`config.mk`:
```
export PLATFORM = sky130hd
export DESIGN_NAME = ascii_operand_loader
export DESIGN_NICKNAME = d
export VERILOG_FILES = /design/src/rtl/ascii_pkg.sv /design/src/rtl/ascii_char_class.sv /design/src/rtl/ascii_operand_loader.sv
export SDC_FILE = /design/constraint.sdc
export NUM_CORES = 1
export LEC_CHECK = 0
export ABC_AREA = 1
export CAP_MARGIN = 20
export CORE_MARGIN = 3
export CORE_UTILIZATION = 38
export CTS_CLUSTER_DIAMETER = 80
export CTS_CLUSTER_SIZE = 28
export DETAILED_ROUTE_END_ITERATION = 8
export GPL_ROUTABILITY_DRIVEN = 0
export SLEW_MARGIN = 20
export SYNTH_ARGS = -nofsm -noshare
export SYNTH_HDL_FRONTEND = slang
export SYNTH_SLANG_ARGS = --single-unit
```
`constraint.sdc`:
```
create_clock -name clk -period 2.3 [get_ports clk]
set_input_delay 0.23 -clock clk [delete_from_list [all_inputs] [get_ports clk]]
set_output_delay 0.23 -clock clk [all_outputs]
set_load 0.01 [all_outputs]
```
`src/rtl/ascii_pkg.sv`:
```
// Shared definitions for the ASCII operand loader and its keyboard helpers:
// parser states, ASCII character constants and error codes.
package ascii_pkg;

    // Operand accumulator width: holds two decimal digits (0..99)
    localparam int unsigned ACC_W = 7;
    localparam int unsigned ERR_W = 2;

    localparam logic [7:0] CH_0 = 8'h30;
    localparam logic [7:0] CH_9 = 8'h39;
    localparam logic [7:0] LF   = 8'h0A;
    localparam logic [7:0] CR   = 8'h0D;

    localparam logic [ERR_W-1:0] ERR_NONE   = 2'b00;
    localparam logic [ERR_W-1:0] ERR_SYNTAX = 2'b01;
    localparam logic [ERR_W-1:0] ERR_RANGE  = 2'b10;

    typedef enum logic [2:0] {
        X_D1,
        X_D2,
        X_ENT,
        Y_D1,
        Y_D2,
        Y_ENT,
        HOLD
    } state_e;

    // True while the parser is building the second operand
    function automatic logic is_y_state(input state_e s);
        return (s == Y_D1) || (s == Y_D2) || (s == Y_ENT);
    endfunction

endpackage

```
`src/rtl/ascii_char_class.sv`:
```
// Combinational ASCII character classifier.
// Ports:
//   char_in   - ASCII character
//   is_digit  - char_in is '0'..'9'
//   is_enter  - char_in is one of the two terminator characters
//   digit_val - numeric value of a digit, 0 otherwise
module ascii_char_class
    import ascii_pkg::*;
#(
    parameter logic [7:0] ENTER_LF = LF,
    parameter logic [7:0] ENTER_CR = CR
) (
    input  logic [7:0] char_in,
    output logic       is_digit,
    output logic       is_enter,
    output logic [3:0] digit_val
);

    always_comb begin
        is_digit  = (char_in >= CH_0) && (char_in <= CH_9);
        is_enter  = (char_in == ENTER_LF) || (char_in == ENTER_CR);
        digit_val = is_digit ? 4'(char_in - CH_0) : 4'd0;
    end

endmodule

```
`src/rtl/ascii_operand_loader.sv`:
```
// Parses two 1-2 digit decimal operands (X then Y, each Enter-terminated)
// from an ASCII character stream and presents them to the adder with a
// valid/ack handshake.
// Ports:
//   clk, reset             - system clock, async active-high reset
//   char_in, char_valid    - incoming character stream
//   char_ready             - loader can accept a character this cycle
//   X, Y                   - latched operands
//   operands_valid         - X/Y pair complete and stable
//   operands_ack           - consumer has taken the pair (HOLD only)
//   err_pulse, err_code    - one-cycle error strobe and sticky error code
module ascii_operand_loader
    import ascii_pkg::*;
#(
    parameter int unsigned W        = 5,
    parameter int unsigned MAX_VAL  = 31,
    parameter logic [7:0]  ENTER_LF = LF,
    parameter logic [7:0]  ENTER_CR = CR
) (
    input  logic             clk,
    input  logic             reset,
    input  logic [7:0]       char_in,
    input  logic             char_valid,
    output logic             char_ready,
    output logic [W-1:0]     X,
    output logic [W-1:0]     Y,
    output logic             operands_valid,
    input  logic             operands_ack,
    output logic             err_pulse,
    output logic [ERR_W-1:0] err_code
);

    state_e             state_q, state_d;
    logic [ACC_W-1:0]   acc_q, acc_d;
    logic [W-1:0]       x_q, x_d, y_q, y_d;
    logic               valid_q, valid_d;
    logic               ready_q, ready_d;
    logic               err_pulse_q, err_pulse_d;
    logic [ERR_W-1:0]   err_code_q, err_code_d;

    logic               is_digit, is_enter;
    logic [3:0]         digit_val;
    logic               accept;
    logic               in_y;
    state_e             d1_s, d2_s, ent_s;

    ascii_char_class #(
        .ENTER_LF (ENTER_LF),
        .ENTER_CR (ENTER_CR)
    ) u_class (
        .char_in   (char_in),
        .is_digit  (is_digit),
        .is_enter  (is_enter),
        .digit_val (digit_val)
    );

    assign accept = char_valid & ready_q;

    // X and Y share one set of transitions; pick the operand-specific targets
    always_comb begin
        in_y  = is_y_state(state_q);
        d1_s  = in_y ? Y_D1  : X_D1;
        d2_s  = in_y ? Y_D2  : X_D2;
        ent_s = in_y ? Y_ENT : X_ENT;
    end

    // State and datapath registers
    always_ff @(posedge clk or posedge reset) begin
        if (reset) begin
            state_q     <= X_D1;
            acc_q       <= '0;
            x_q         <= '0;
            y_q         <= '0;
            valid_q     <= 1'b0;
            ready_q     <= 1'b1;
            err_pulse_q <= 1'b0;
            err_code_q  <= ERR_NONE;
        end else begin
            state_q     <= state_d;
            acc_q       <= acc_d;
            x_q         <= x_d;
            y_q         <= y_d;
            valid_q     <= valid_d;
            ready_q     <= ready_d;
            err_pulse_q <= err_pulse_d;
            err_code_q  <= err_code_d;
        end
    end

    // Next-state and output logic
    always_comb begin
        state_d     = state_q;
        acc_d       = acc_q;
        x_d         = x_q;
        y_d         = y_q;
        valid_d     = valid_q;
        ready_d     = ready_q;
        err_pulse_d = 1'b0;
        err_code_d  = err_code_q;

        if (state_q == HOLD) begin
            if (operands_ack) begin
                valid_d = 1'b0;
                ready_d = 1'b1;
                state_d = X_D1;
            end
        end else if (accept) begin
            // Enter after at least one digit terminates the current operand
            if (is_enter && (state_q != d1_s)) begin
                acc_d = '0;
                if (acc_q > ACC_W'(MAX_VAL)) begin
                    err_pulse_d = 1'b1;
                    err_code_d  = ERR_RANGE;
                    state_d     = d1_s;
                end else if (in_y) begin
                    y_d     = W'(acc_q);
                    valid_d = 1'b1;
                    ready_d = 1'b0;
                    state_d = HOLD;
                end else begin
                    x_d     = W'(acc_q);
                    state_d = Y_D1;
                end
            end else if (is_enter) begin
                state_d = state_q;
            end else if (is_digit && (state_q == d1_s)) begin
                acc_d   = ACC_W'(digit_val);
                state_d = d2_s;
            end else if (is_digit && (state_q == d2_s)) begin
                acc_d   = (acc_q << 3) + (acc_q << 1) + ACC_W'(digit_val);
                state_d = ent_s;
            end else begin
                // Non-digit, or a third digit: discard the partial operand
                err_pulse_d = 1'b1;
                err_code_d  = ERR_SYNTAX;
                acc_d       = '0;
                state_d     = d1_s;
            end
        end
    end

    assign char_ready     = ready_q;
    assign X              = x_q;
    assign Y              = y_q;
    assign operands_valid = valid_q;
    assign err_pulse      = err_pulse_q;
    assign err_code       = err_code_q;

endmodule

```
# --- Word level (Yosys, flattened, before mapping) ---
# Cells that the tools add are included.
classes:
  n_reduce_logical: 16
  mux: 41
  add_sub_neg: 3
  n_bitwise: 4
  magnitude_cmp: 3
  eq_ne: 16
ops:
  columns: ["cell", "n"]
  rows:
  - ["2-to-1 mux 3 bit", 11]
  - ["2-to-1 mux 7 bit", 4]
  - ["2-to-1 mux 1 bit", 19]
  - ["equality test 8 x 4 -> 1 bit (second input constant)", 2]
  - ["AND reduction 5 bit", 3]
  - ["2-to-1 mux 2 bit", 6]
  - ["equality test 3 bit (second input constant)", 3]
  - ["greater-or-equal comparator 8 x 6 -> 1 bit (second input constant)", 1]
  - ["less-or-equal comparator 8 x 6 -> 1 bit (second input constant)", 1]
  - ["inequality test 2 bit (second input constant)", 4]
  - ["adder 7 x 4 -> 7 bit", 1]
  - ["adder 7 bit", 1]
  - ["greater-than comparator 7 x 5 -> 1 bit (second input constant)", 1]
  - ["AND reduction 3 bit", 2]
  - ["AND reduction 6 bit", 1]
  - ["nonzero test 2 bit", 3]
  - ["logical AND 1 bit", 4]
  - ["2-to-1 mux 4 bit", 1]
  - ["inequality test 2 x 1 -> 1 bit (second input constant)", 2]
  - ["subtractor 4 x 1 -> 4 bit (second input constant)", 1]
  - ["equality test 3 x 2 -> 1 bit", 1]
  - ["equality test 3 x 2 -> 1 bit (second input constant)", 1]
  - ["equality test 3 bit", 1]
  - ["logical OR 1 bit", 3]
  - ["other kinds (4)", 6]
word_totals:
  regBits: 25
  word_cells: 91
  output_inout_bits: 15

# --- Longest topological paths before layout ---
# Gate-level depths: netlist (run 1).
depth:
  word_depth: 12
  mapped_depth: 17

# --- Modules after synthesis ---
# From an unflattened synthesis (run 1), not the netlist that was laid out.
hier_totals:
  cells_unflattened: 225
  hier_area_um2: 1704.1
by_module_without_submodules:
  columns: ["module", "instances", "area_per_inst_um2", "seq_area_each_um2", "cells_each"]
  rows:
  - ["ascii_operand_loader", 1, 1589.0, 626.9, 196]
  - ["ascii_char_class", 1, 115.1, 0.0, 29]

# --- Least setup slack after synthesis (run 1) ---
# OpenSTA, ideal clock, no wires.
synth_path:
  kind: "input to register"
  from: "input port char_in[1]"
  to: "register acc_q[6]"
  stages: 12
  t_arrival_ns: 2.002
  setup_ns: 0.128
  required_time_ns: 2.172
  n_path_buf: 0
  slack_ns: 0.170
  cell_sequence: "o21ai_0 > nand2_1 > nor2_1 > fa_1 > inv_1 > fa_1 > o21ai_0 > a21oi_1 > inv_1 > nand2_1 > nand3_1 > o21ai_0"
synth_between:
  elab_chain_cells: 8
synth_rtl:
  columns: ["item", "line_no", "rtl"]
  rows:
  - ["start: declaration", "ascii_operand_loader.sv:22", "input logic [7:0] char_in,"]
  - ["greater-or-equal comparator 8 x 6 -> 1 bit or less-or-equal comparator 8 x 6 -> 1 bit (tied branches)", "ascii_char_class.sv:20", "is_digit = (char_in >= CH_0) && (char_in <= CH_9);"]
  - ["logical AND 1 bit", "ascii_char_class.sv:20", null]
  - ["2-to-1 mux 4 bit", "ascii_char_class.sv:22", "digit_val = is_digit ? 4'(char_in - CH_0) : 4'd0;"]
  - ["adder 7 x 4 -> 7 bit", "ascii_operand_loader.sv:130", "acc_d = (acc_q << 3) + (acc_q << 1) + ACC_W'(digit_val);"]
  - ["2-to-1 mux 7 bit", "ascii_operand_loader.sv:129", "end else if (is_digit && (state_q == d2_s)) begin"]
  - ["2-to-1 mux 7 bit", "ascii_operand_loader.sv:126", "end else if (is_digit && (state_q == d1_s)) begin"]
  - ["2-to-1 mux 7 bit", "ascii_operand_loader.sv:124", "end else if (is_enter) begin"]
  - ["2-to-1 mux 7 bit", "ascii_operand_loader.sv:109", "if (is_enter && (state_q != d1_s)) begin"]
  - ["end signal: assignment", "ascii_operand_loader.sv:71", "acc_q <= '0;"]
  - ["end signal: assignment", "ascii_operand_loader.sv:80", "acc_q <= acc_d;"]
  - ["end: declaration", "ascii_operand_loader.sv:34", "logic [ACC_W-1:0] acc_q, acc_d;"]
# Parallel ways exist; a longest one is shown, timed or not. The select of a mux whose other input is x is not followed.
# A chain may end at the register's enable or synchronous reset.

# --- Final worst setup path (run 1) ---
layout_path:
  from: "input port char_in[6]"
  to: "register acc_q[6]"
# The elaborated chain is that of the path after synthesis.

==> results.md, run 1 <==
- Met2 routed WL: between 1.5 and 2 mm
- Most frequent cell after synthesis: nand2_1
- Starting density of the core: 0.398
- Cts bufs inserted: 3
- Die width: around 74 µm
- CTS Sinks: 25
- Library cells used by synthesis: 25
- Largest net degree at the start of global routing: 26
- Worst Path Max Fanout: 4
- Total Routed Length: approximately 3.6 mm
- Required @ worst endpoint: about 2500 ps
- Worst Path Class, Setup: in -> reg
- Finished Core Util: 0.522
- Yosys warns: 0
- Synth top area share: 0.344
- Area growth, synth to finish: 31.2%
- Max Used Layer: met4
- Worst R2R Path Depth: 10
- Area occupied by multi-input gates: a little over 1000 µm²
- Pwr per Cell Area: ~360 nW/µm²
- Max incr delay on CP: ~400 ps
- Cell Rows: 24
- Synth Register Bits: 25
- Synthesized area: 1740 µm²
- Gr usage total: 0.143
- Syn_nets: around 240
- Post-synth ARST share: 1.00
- Status: finished, final reports clean
- Fin nets: between 200 and 300
- Final ANT Viol Nets: 0
- Vias in the first global route: between 1,000 and 1,500
- TritonCTS clock tree: built
- Clk root buf: clkbuf_8
- Initial antenna violation count: 0
- Hold Path Class: in -> async
- Vias/cell: about 4.6
- First-pass GRT wire length: approximately 6.1 mm
- Seq/Total Area, Yosys: 0.359
- GRT overflow: 0
- Die Height: 73.8 µm
- Worst setup SP type: input pin
- Relative slew slack: 0.607
- Mapped Cells: around 220
- Metal3 WL: 137 µm
- Inst Count DP: slightly above 300
- Initial drt markers: 72
- Ports: 27
- Top cells by area, synth: dfrtp_1, nand2_1, ha_1
- Post-route DRC: 0
- Clock transition at path regs: approximately 90 ps
- Fin cells: roughly 320
- Clk_lat worst skew: 270 ps
- WL/cell: between 10 and 15 µm
- Count of final hold-check violations: 0
- Max Clk Rate: approximately 500 MHz
- Antenna cells: 0
- Met1 WL: 1.74 mm
- DR pass1 iterations: 5
- Final setup violation count: 0
- Die area: between 5000 and 6000 µm²
- Fillers: 438
- Max-cap violations: 0
- CP arrival: approximately 2200 ps
- Syn avg cell area: about 8 µm²
- Cell accounting for the most synthesized area: dfrtp_1
- Clk_skew: 6.63 ps
- Fin. max-slew vios: 0
- RSZ-0062 raised after global routing: no
- R2r setup slk: around 320 ps
- Synth top cells by count: nand2_1, inv_1, dfrtp_1
- Number of synthesized flops with an enable pin: 0
- Slowest cell on crit path: fa_2
- Clk buf depth: 2
- H-tree levels: 1
- Lkg Pwr: 0.00123 µW
- Sequential cell area: 627 µm²
- Crit share post-route: 0.864
- Fin crit period: between 1500 and 2000 ps
- VDD IR max: between 0.2 and 0.25 mV
- Share of layout cells above drive strength 1: 0.216
- Core area: about 4400 µm²
- Setup crit end kind: register
- Detailed Place HPWL: approximately 2.9 mm
- Worst Tran Pin Value: approximately 600 ps
- # port buffers: 26
- CP Cell Sequence: dlymetal6s2s_1 -> inv_1 -> nand2_1 -> nor2_2 -> nand2_2 -> inv_2 -> nand2_1 -> inv_1 -> ha_1 -> ha_2 -> inv_2 -> fa_2 -> o21ai_2 -> a21oi_2 -> inv_1 -> nand2_1 -> nand3_1 -> o21ai_1
- Post-CTS Hold Buffers: 0
- Vias: roughly 1,500
- Worst hold margin: ~300 ps
- Post-synth top flop: dfrtp_1
-- flip-flops by register name, indices dropped and copies added (netlist names) --
name,count
acc_q,7
X,5
Y,5
state_q,3
err_code,2
char_ready,1
err_pulse,1
operands_valid,1
-- final timing paths --
path                                    startpoint                 endpoint
max in group asynchronous                    reset   char_ready$_DFFE_PP1P_
min reg2reg                err_code[0]$_DFFE_PP0P_  err_code[0]$_DFFE_PP0P_
max reg2reg                   acc_q[1]$_DFFE_PP0P_     acc_q[6]$_DFFE_PP0P_
max                                     char_in[6]     acc_q[6]$_DFFE_PP0P_
min in group clk           err_code[0]$_DFFE_PP0P_  err_code[0]$_DFFE_PP0P_
min                                          reset         X[3]$_DFFE_PP0P_
-- repair_timing --
item / in CTS / in global routing
buffers inserted: 1 / 1
pin swaps: 2 / 7
endpoints found under the setup margin: 2 / 4
resized for setup: 5 / 18
-- critical path: cells and delay by family --
family	cells	cell delay, ps
AO/OA/AOI/OAI	3	300
adder cells (fa/ha/maj)	3	730
buffers and inverters	6	420
AND/OR/NAND/NOR	6	470
-- cell usage in the layout (no fill, tap or decap), types with 3 or more instances in the layout --
| cell | n |
|---|---|
| buf_4 | 17 |
| clkbuf_8 | 3 |
| clkdlybuf4s50_1 | 19 |
| dfrtp_1 | 24 |
| dlymetal6s2s_1 | 7 |
| ha_1 | 11 |
| inv_1 | 29 |
| inv_2 | 4 |
| nand2_1 | 68 |
| nand2_2 | 4 |
| nand3_1 | 12 |
| nand3_2 | 4 |
| nand3_4 | 3 |
| nor2_1 | 13 |
| nor2_4 | 5 |
| o21ai_0 | 8 |
| o21ai_1 | 9 |
| xor2_1 | 3 |
-- stage by stage --
step / instance area (µm²) / TNS [ps] / total power (µW) / worst slack, ps
final: 2290 / 0 / 828 / 313
after global routing: 2290 / 0 / 866 / 126
after detailed placement: 2180 / -1240 / 572 / -428
after floorplan: 1740 / 0 / 515 / 170
after CTS: 2240 / 0 / 837 / 1.94
after global placement: 2180 / -1010 / 570 / -344
-- report_power, final --
| group | internal [µW] | total, µW | switching [µW] |
|---|---|---|---|
| logic | 52.1 | 111 | 59.3 |
| registers | 447 | 452 | 5.38 |
| clock network | 121 | 265 | 144 |
-- metal layers --
| layer | up-vias | global-route usage |
|---|---|---|
| met5 | - | 0 |
| met1 | 647 | 0.195 |
| met4 | 0 | 0.0342 |
| met3 | 6 | 0.0178 |
| li1 | 769 | - |
| met2 | 30 | 0.240 |
-- kinds of logic (layout without fill, tap and decap cells) --
family / count (synthesis) / count (layout) / share of synthesized area
XOR/XNOR: 5 / 5 / 0.0251
AND/OR/NAND/NOR: 116 / 116 / 0.357
buffers and inverters: 34 / 81 / 0.0760
adder cells (fa/ha/maj): 14 / 14 / 0.109
AO/OA/AOI/OAI: 23 / 23 / 0.0732
flip-flops: 25 / 25 / 0.359
-- layout make-up --
type	instances	area share
clock buffers	3	0.0180
multi-input cells	158	0.442
inverters	34	0.0580
flip-flops and latches	25	0.274
clock inverters	1	0.00219
well taps	52	0.0284
repair buffers	43	0.177
(Power assumes the default switching activity.)
==> run 2: changes to the inputs <==
Settings changed: SETUP_SLACK_MARGIN from default to 0.3.
==> run 2 against run 1 <==
Utilization barely moved; clock skew rose by 2.3 ps; register-to-register slack got worse by 30 ps; final cell count fell by 0.32%; flip-flop and latch count did not move; maximum frequency fell by 0.90%; critical endpoint unchanged; largest cell class unchanged; highest routed layer unchanged.
==> results.md, run 2 (synthesis gave the netlist of run 1 again) <==
- Status: finished, final reports clean
- Most common cell after layout, fill and taps aside: nand2_1
- Cell Rows: 24 (unchanged)
- Required @ worst endpoint: 2460 ps (about the same)
- Clk_skew: 8.93 ps (+2.30 ps)
- Post-route DRC: 0 (unchanged)
- Crit share post-route: 0.872 (+0.00789)
- Gr usage total: 0.142 (-0.000729)
- Starting density of the core: 0.398 (unchanged)
- Area growth, synth to finish: 31.1% (about the same)
- WP buf/inv: 2 (-4)
- CTS Sinks: 25 (unchanged)
- Crit path from: acc_q[0]$_DFFE_PP0P_
- RSZ-0062 raised after global routing: yes
- Initial drt markers: 110 (+53%)
- Worst Tran Pin Value: 655 ps (+67.8 ps)
- Die area: 5440 µm² (unchanged)
- GRT overflow: 0 (unchanged)
- Most frequent cells in the layout: nand2_1, inv_1, dfrtp_1
- Final ANT Viol Nets: 0 (unchanged)
- # port buffers: 26 (unchanged)
- Worst hold margin: 279 ps (-20.1 ps)
- Max incr delay on CP: 620 ps (+220 ps)
- Crit-path leading delay family: adder cells
- Area occupied by multi-input gates: 1040 µm² (+3.1%)
- Post-place instance area: 2160 µm² (-1.1%)
- First-pass GRT wire length: 6.16 mm (+0.23%)
- Share of layout cells above drive strength 1: 0.243 (+0.0274)
- Antenna cells: 0 (unchanged)
- Detailed Place HPWL: 2.91 mm (+1.2%)
- Inst Count DP: 306 (-1.3%)
- H-tree levels: 1 (unchanged)
- Finished Core Util: 0.522 (about the same)
- Sequential cell area: 628 µm² (+0.20%)
- Max reg flops: 7 (unchanged)
- Initial antenna violation count: 0 (unchanged)
- Vias in the first global route: 1,354 (-2.6%)
- Relative slew slack: 0.562 (-0.0454)
- Fillers: 435 (-0.68%)
- Fin crit period: 2010 ps (+18.1 ps)
- CP Cell Sequence: fa_2 -> inv_2 -> fa_2 -> o21ai_2 -> a21oi_2 -> inv_1 -> nand2_1 -> nand3_1 -> o21ai_1
- Total Routed Length: 3.51 mm (-2.5%)
- Clk buf depth: 2 (unchanged)
- Max-cap violations: 0 (unchanged)
- Fin cells: 315 (-0.32%)
- DR pass1 iterations: 4 (-1)
- Setup crit end kind: register
- Biggest register: acc_q
- Slowest cell on crit path: fa_2
- Largest net degree at the start of global routing: 16 (-38%)
- Final setup violation count: 0 (unchanged)
- Clk_lat worst skew: 270 ps (about the same)
- Worst Path Max Fanout: 4 (unchanged)
- Ports: 27 (unchanged)
- Total Power: 830 µW (+0.18%)
- Die Height: 73.8 µm (unchanged)
- Count of final hold-check violations: 0 (unchanged)
- Clock transition at path regs: 90 ps (about the same)
- Worst path most repeated cell: fa_2
- CP arrival: 2170 ps (+20 ps)
- Cts bufs inserted: 3 (unchanged)
- Core area: 4380 µm² (unchanged)
- TritonCTS clock tree: built
- Fin. max-slew vios: 0 (unchanged)
- Vias: 1,449 (-0.21%)
- Max Clk Rate: 499 MHz (-0.90%)
- Hold Path Class: in -> async
- Die width: 73.8 µm (unchanged)
- Vias/cell: 4.60 (+0.11%)
- VDD IR max: 0.284 mV (+16%)
- Reg2Reg Launch Point: acc_q[0]$_DFFE_PP0P_
- Clk root buf: clkbuf_8
- Pwr per Cell Area: 363 nW/µm² (+0.24%)
- WL/cell: 11.1 µm (-2.2%)
- Worst setup SP type: register
- Post-CTS Hold Buffers: 0 (unchanged)
- Fin nets: 290 (-0.34%)
- Final instance area: 2290 µm² (about the same)
- Lkg Pwr: 0.00116 µW (-5.7%)
- Worst Path Class, Setup: reg -> reg
==> run 2: repair_timing <==
item                                   in CTS  in global routing
pin swaps                                  16                  7
buffers inserted                            4                  1
endpoints found under the hold margin       0                  0
setup endpoints to repair                   4                  4
resized for setup                          24                 11
==> run 2: through the flow <==
| stage | TNS (ps) | setup slack, ps |
|---|---|---|
| after floorplan | 0 | 301 |
| after global placement | -842 | -257 |
| after detailed placement | -988 | -285 |
| after CTS | 0 | 306 |
| after global routing | 0 | 159 |
| final | 0 | 295 |
==> run 2: final cells by class <==
cell class              count  area share
inverters                  34      0.0580
repair buffers             42       0.161
well taps                  52      0.0284
clock buffers               3      0.0181
multi-input cells         158       0.456
flip-flops and latches     25       0.275
clock inverters             1     0.00328
==> run 2: routing by layer <==
layer | share of wire | global-route usage
met3 | 0.033 | 0.0178
met2 | 0.45 | 0.233
met1 | 0.51 | 0.200
met5 | 0 | 0
met4 | 0.0028 | 0.0302
==> run 2: final timing paths <==
check	endpoint	slack (ps)	depth (start not counted)
min in group clk	err_code[0]$_DFFE_PP0P_	480	2
min	X[2]$_DFFE_PP0P_	280	2
max in group asynchronous	char_ready$_DFFE_PP1P_	1380	3
max	acc_q[6]$_DFFE_PP0P_	290	9
max reg2reg	acc_q[6]$_DFFE_PP0P_	290	9
min reg2reg	err_code[0]$_DFFE_PP0P_	480	2
==> run 2: power by group <==
group | internal, µW | switching (µW) | leakage [µW]
logic | 52.6 | 60.2 | 0.000797
registers | 447 | 5.39 | 0.000338
clock network | 123 | 142 | 0.0000217
total | 622 | 208 | 0.00116
==> run 3: changes to the inputs <==
Settings changed: CAP_MARGIN 20 to 15.
==> results of run 3 <==
No change in the layout: final DEF, timing and power equal those of run 2.
